===== src/rtl/fifo_pkg.sv =====
// rtl/fifo_pkg.sv - shared widths, depth, flag levels and data type for modport_fifo
package fifo_pkg;
  localparam int DATA_W        = 128;
  localparam int DEPTH         = 16;
  localparam int PTR_W         = $clog2(DEPTH);
  localparam int CNT_W         = PTR_W + 1;
  localparam int ALM_FULL_LVL  = 14;
  localparam int ALM_EMPTY_LVL = 2;

  typedef logic [DATA_W-1:0] data_t;
endpackage


===== src/rtl/fifo_mem.sv =====
// rtl/fifo_mem.sv - simple dual-port register array, sync write, registered read
module fifo_mem
  import fifo_pkg::*;
(
  input  logic             clk,
  input  logic             reset,
  input  logic             wr_en,
  input  logic [PTR_W-1:0] wr_addr,
  input  data_t            wr_data,
  input  logic             rd_en,
  input  logic [PTR_W-1:0] rd_addr,
  output data_t            rd_data
);

  data_t mem [DEPTH];

  // The array itself is never cleared; only the output register resets.
  always_ff @(posedge clk) begin
    if (wr_en) mem[wr_addr] <= wr_data;
  end

  always_ff @(posedge clk or negedge reset) begin
    if (!reset)     rd_data <= '0;
    else if (rd_en) rd_data <= mem[rd_addr];
  end

endmodule


===== src/rtl/modport_fifo.sv =====
// rtl/modport_fifo.sv - single-clock FIFO with full/almost-full/empty/almost-empty flags
module modport_fifo
  import fifo_pkg::*;
(
  input  logic  clk,
  input  logic  reset,
  input  logic  i_wren,
  input  logic  i_rden,
  input  data_t i_wrdata,
  output logic  o_full,
  output logic  o_alm_full,
  output logic  o_empty,
  output logic  o_alm_empty,
  output data_t o_rddata
);

  logic [PTR_W-1:0] wr_ptr;
  logic [PTR_W-1:0] rd_ptr;
  logic [CNT_W-1:0] count;
  logic             wr_acc;
  logic             rd_acc;

  // Acceptance looks at flags decoded from the pre-edge count, so a
  // read+write while full only reads and while empty only writes.
  assign wr_acc = i_wren && !o_full;
  assign rd_acc = i_rden && !o_empty;

  assign o_full      = (count == CNT_W'(DEPTH));
  assign o_alm_full  = (count >= CNT_W'(ALM_FULL_LVL));
  assign o_empty     = (count == '0);
  assign o_alm_empty = (count <= CNT_W'(ALM_EMPTY_LVL));

  always_ff @(posedge clk or negedge reset) begin
    if (!reset) begin
      wr_ptr <= '0;
      rd_ptr <= '0;
      count  <= '0;
    end else begin
      if (wr_acc) wr_ptr <= wr_ptr + PTR_W'(1);
      if (rd_acc) rd_ptr <= rd_ptr + PTR_W'(1);
      case ({wr_acc, rd_acc})
        2'b10:   count <= count + CNT_W'(1);
        2'b01:   count <= count - CNT_W'(1);
        default: count <= count;
      endcase
    end
  end

  fifo_mem u_mem (
    .clk     (clk),
    .reset   (reset),
    .wr_en   (wr_acc),
    .wr_addr (wr_ptr),
    .wr_data (i_wrdata),
    .rd_en   (rd_acc),
    .rd_addr (rd_ptr),
    .rd_data (o_rddata)
  );

endmodule


===== config.mk =====
export PLATFORM = sky130hd
export DESIGN_NAME = modport_fifo
export DESIGN_NICKNAME = d
export VERILOG_FILES = /design/src/rtl/fifo_pkg.sv /design/src/rtl/fifo_mem.sv /design/src/rtl/modport_fifo.sv
export SDC_FILE = /design/constraint.sdc
export NUM_CORES = 2
export LEC_CHECK = 0
export CORE_MARGIN = 3
export CORE_UTILIZATION = 45
export DETAILED_ROUTE_END_ITERATION = 10
export PLACE_DENSITY_LB_ADDON = 0.3
export SYNTH_ARGS = -nofsm -noshare
export SYNTH_HDL_FRONTEND = slang
export SYNTH_HIERARCHICAL = 1
export SYNTH_SLANG_ARGS = --single-unit

===== constraint.sdc =====
create_clock -name clk -period 12.6 [get_ports clk]
set_clock_uncertainty 0.2 [all_clocks]
set_input_delay 2.52 -clock clk [delete_from_list [all_inputs] [get_ports clk]]
set_output_delay 2.52 -clock clk [all_outputs]
set_load 0.02 [all_outputs]

==> impl_metrics.toml <==
[critical_path]
worstSetupPathType = "input pin to register"
cp.required_ns = 12.85
worst_reg_to_reg_setup_slack_ns = 7.77
critPathArrivalTime_ns = 6.03
timing.critical_path.fanout_max = 52
cp_cell_sequence = "clkdlybuf4s50_1, a21boi_1, nand3_1, nor2_4, buf_4, buf_4"
timing.critical_path.buf_inv = 3
critPathMostFrequentCell = "sky130_fd_sc_hd__buf_4"
critPathCaptureType = "register"
crit_family = "buffers and inverters"
worst_r2r_path_depth = 7
rr_startpoint = "rd_ptr[0]"
largest_stage_delay_on_the_critical_path_ns = 0.85
worstReg2RegEnd = "u_mem/rd_data[98]"
critical-path-slowest-cell = "sky130_fd_sc_hd__buf_4"
critical_path.startpoint_type = "input pin"

[floorplan]
core_area_sq_um = 181500
placement_rows = 156
fp.dieArea_sq_um = 188600
pin_count = 264
die_w_um = 434.3
initial_core_util_pct = 45.47
fp.dieH_um = 434.3

[timing]
hold_viol_final = 0
layout_min_cycle_time_ns = 5.778
worstMarginPinSlew_ns = 1.181
report.final.setup_viol = 0
number_of_pins_with_negative_max_slew_slack_in_the_final_report = 0
finalSetupTns_ns = 0
fmax_ghz = 0.1731
rsz_0062_raised_after_global_routing = "no"
period_share_pct = 45.86
slew_headroom_pct = 21.28

[cts]
tritoncts = "yes"
cts-htree-levels = 4
cts_made_buffers = 209
worst_skew_pair.late_latency_ns = 0.85
ctsRootBufferMaster = "sky130_fd_sc_hd__clkbuf_16"
cts_sinks = 2189
postCtsHoldBufs = 0
clk_pin_slew_ns = 0.06
post_cts.resized_instances = 0
cts_setup_buffers = 0
max-clock-path-buffers = 3

[detailed_routing]
via_count = 40040
finalWirelength_um = 196100
detailedRoute.firstIterationViolations = 4132
drcViolationCount = 0
detailedRoute.firstPassIterationCount = 5
drtAntennaViolNets = 0
average_wire_per_standard_cell_um = 28.96
routed_via_density = 5.913

[global_route]
groute.usage.overall_pct = 20.87
grt_first_pass_wirelength_um = 287900
antenna_found_initial = 25
vias_in_the_first_global_route = 41370
grt_max_degree = 129
global_route.overflow_total = 0

[pwr]
worst_ir_drop_vdd_v = 0.0002319
power_per_cell_area_nw_per_um2 = 229.5
power_leakage_nw = 30.80

[placed_design]
number_of_i_o_port_buffers = 263
place_congestion = 0.7482
dp_hpwl_um = 105300

[cells_and_area]
layout.core_utilization_pct = 52.13
fin_nets = 4353
layout-drive-gt1-share_pct = 16.85
final.fill_count = 14040
flow.area_growth_from_synthesis_pct = 14.64

[yosys]
synth.yosys.seq_area_share_pct = 78.79
syn-num-nets = 4039
synthTopCellsByArea = "sky130_fd_sc_hd__edfxtp_1 75%, sky130_fd_sc_hd__mux4_2 8.6%, sky130_fd_sc_hd__mux2i_1 5.6%"
netlist-cell-type-count = 49
postSynthCellCount = 3900
yosys.cell_count.top_type = "sky130_fd_sc_hd__edfxtp_1"
yosys_warnings = 6
post_synth_most_frequent_cells = "2048 x sky130_fd_sc_hd__edfxtp_1, 463 x sky130_fd_sc_hd__mux2i_1, 314 x sky130_fd_sc_hd__mux4_2, 227 x sky130_fd_sc_hd__o22ai_1, 141 x sky130_fd_sc_hd__dfrtp_1"
avgSynthCellArea_sq_um = 21.16
number_of_synthesized_flops_with_an_enable_pin = 2048
mappedNetlistArea_sq_um = 82540
yosys_most_used_dff = "sky130_fd_sc_hd__edfxtp_1"
synth_top_cell_by_area = "sky130_fd_sc_hd__edfxtp_1"
synth_top_area_share_pct = 74.51
postSynth.asyncResetShare_pct = 6.441
synth-seq-cells = 2189

[worst_hold_path]
hp-class = "register to register"
hold-path-endpoint = "rd_ptr[3]"
hold_start = "rd_ptr[3]"
number_of_cells_on_the_worst_hold_path = 1

[status]
outcome = "finished, final reports clean"

[run]
cap_violations = 0
-- power breakdown --
group	total, W	switching (W)	leakage, nW	internal (W)
sequential	0.00948	0.000526	20.1	0.00895
combinational	0.00607	0.00357	7.37	0.00251
clock	0.00617	0.00267	3.34	0.00349
total	0.0217	0.00677	30.8	0.0150
-- state kept, by name, summed over array words and instances (netlist names) --
signal         count
rd_ptr             4
u_mem/mem       2048
count              5
u_mem/rd_data    128
wr_ptr             4
-- area by class of cell --
| type | count | area [sq um] | area share (%) |
|---|---|---|---|
| diodes | 4 | 10.01 | 0.01058 |
| multi-input cells | 1479 | 16450 | 17.39 |
| clock inverters | 116 | 1079 | 1.140 |
| well taps | 2370 | 2965 | 3.134 |
| repair buffers | 331 | 3286 | 3.472 |
| clock buffers | 278 | 5763 | 6.091 |
| inverters | 4 | 22.52 | 0.02380 |
| flip-flops and latches | 2189 | 65040 | 68.74 |
-- stage by stage --
step                      cell area [sq um]  hold slack (ns)  setup slack (ns)  total power, W  cells
after floorplan                       82560           0.2800             3.024         0.01361   3900
after global placement                87770           0.3373             6.024         0.01571   6373
after detailed placement              87770           0.3558             5.975         0.01579   6373
after CTS                             94610           0.3642             6.739         0.02196   6767
after global routing                  94620           0.3829             6.686         0.02261   6769
final                                 94620           0.3593             6.822         0.02172   6771
-- how the worst max path moves through the flow --
| stage | from | to | slack [ns] | cells after the start |
|---|---|---|---|---|
| final | i_wren | u_mem/mem[14][45] | 6.82 | 6 |
| after detailed placement | i_wren | u_mem/mem[14][78] | 5.97 | 6 |
| after CTS | count[0] | o_full | 6.74 | 3 |
| after global placement | i_wren | u_mem/mem[14][17] | 6.02 | 6 |
| after floorplan | i_wren | u_mem/mem[1][0] | 3.02 | 3 |
| after global routing | i_wren | u_mem/mem[14][45] | 6.69 | 6 |
-- per-layer routing --
metal | GRT usage [%] | vias up | share of wire (%) | wire length [um]
met3 | 3.301 | 269 | 5.8 | 11280
met1 | 29.02 | 21520 | 42 | 82170
met4 | 5.034 | 6 | 2.0 | 3921
li1 | - | 16940 | - | -
met5 | 0 | - | 0.021 | 41
met2 | 34.80 | 1304 | 50 | 98700
-- logic make-up (layout without fill, tap and decap cells) --
family | count (synthesis) | after routing | share of synthesized area, %
flip-flops | 2189 | 2189 | 78.79
other | 0 | 4 | 0
adder cells (fa/ha/maj) | 7 | 7 | 0.1152
multiplexers | 789 | 789 | 14.35
AND/OR/NAND/NOR | 212 | 212 | 1.267
AO/OA/AOI/OAI | 463 | 463 | 3.908
XOR/XNOR | 8 | 8 | 0.08490
buffers and inverters | 232 | 729 | 1.492
-- placed cells by master (no fill, tap or decap), types with 29 or more instances in the layout --
master                            count
sky130_fd_sc_hd__edfxtp_1          2048
sky130_fd_sc_hd__mux2i_1            463
sky130_fd_sc_hd__mux4_2             314
sky130_fd_sc_hd__clkdlybuf4s50_1    262
sky130_fd_sc_hd__o22ai_1            227
sky130_fd_sc_hd__clkbuf_16          212
sky130_fd_sc_hd__dfrtp_1            137
sky130_fd_sc_hd__nor2_1              99
sky130_fd_sc_hd__o32ai_1             91
sky130_fd_sc_hd__buf_4               57
sky130_fd_sc_hd__nor2b_1             53
sky130_fd_sc_hd__a211oi_1            53
sky130_fd_sc_hd__clkbuf_1            45
sky130_fd_sc_hd__a21oi_1             44
sky130_fd_sc_hd__clkinv_2            42
sky130_fd_sc_hd__clkinv_1            36
sky130_fd_sc_hd__a221oi_1            29
(Power assumes the default switching activity.)
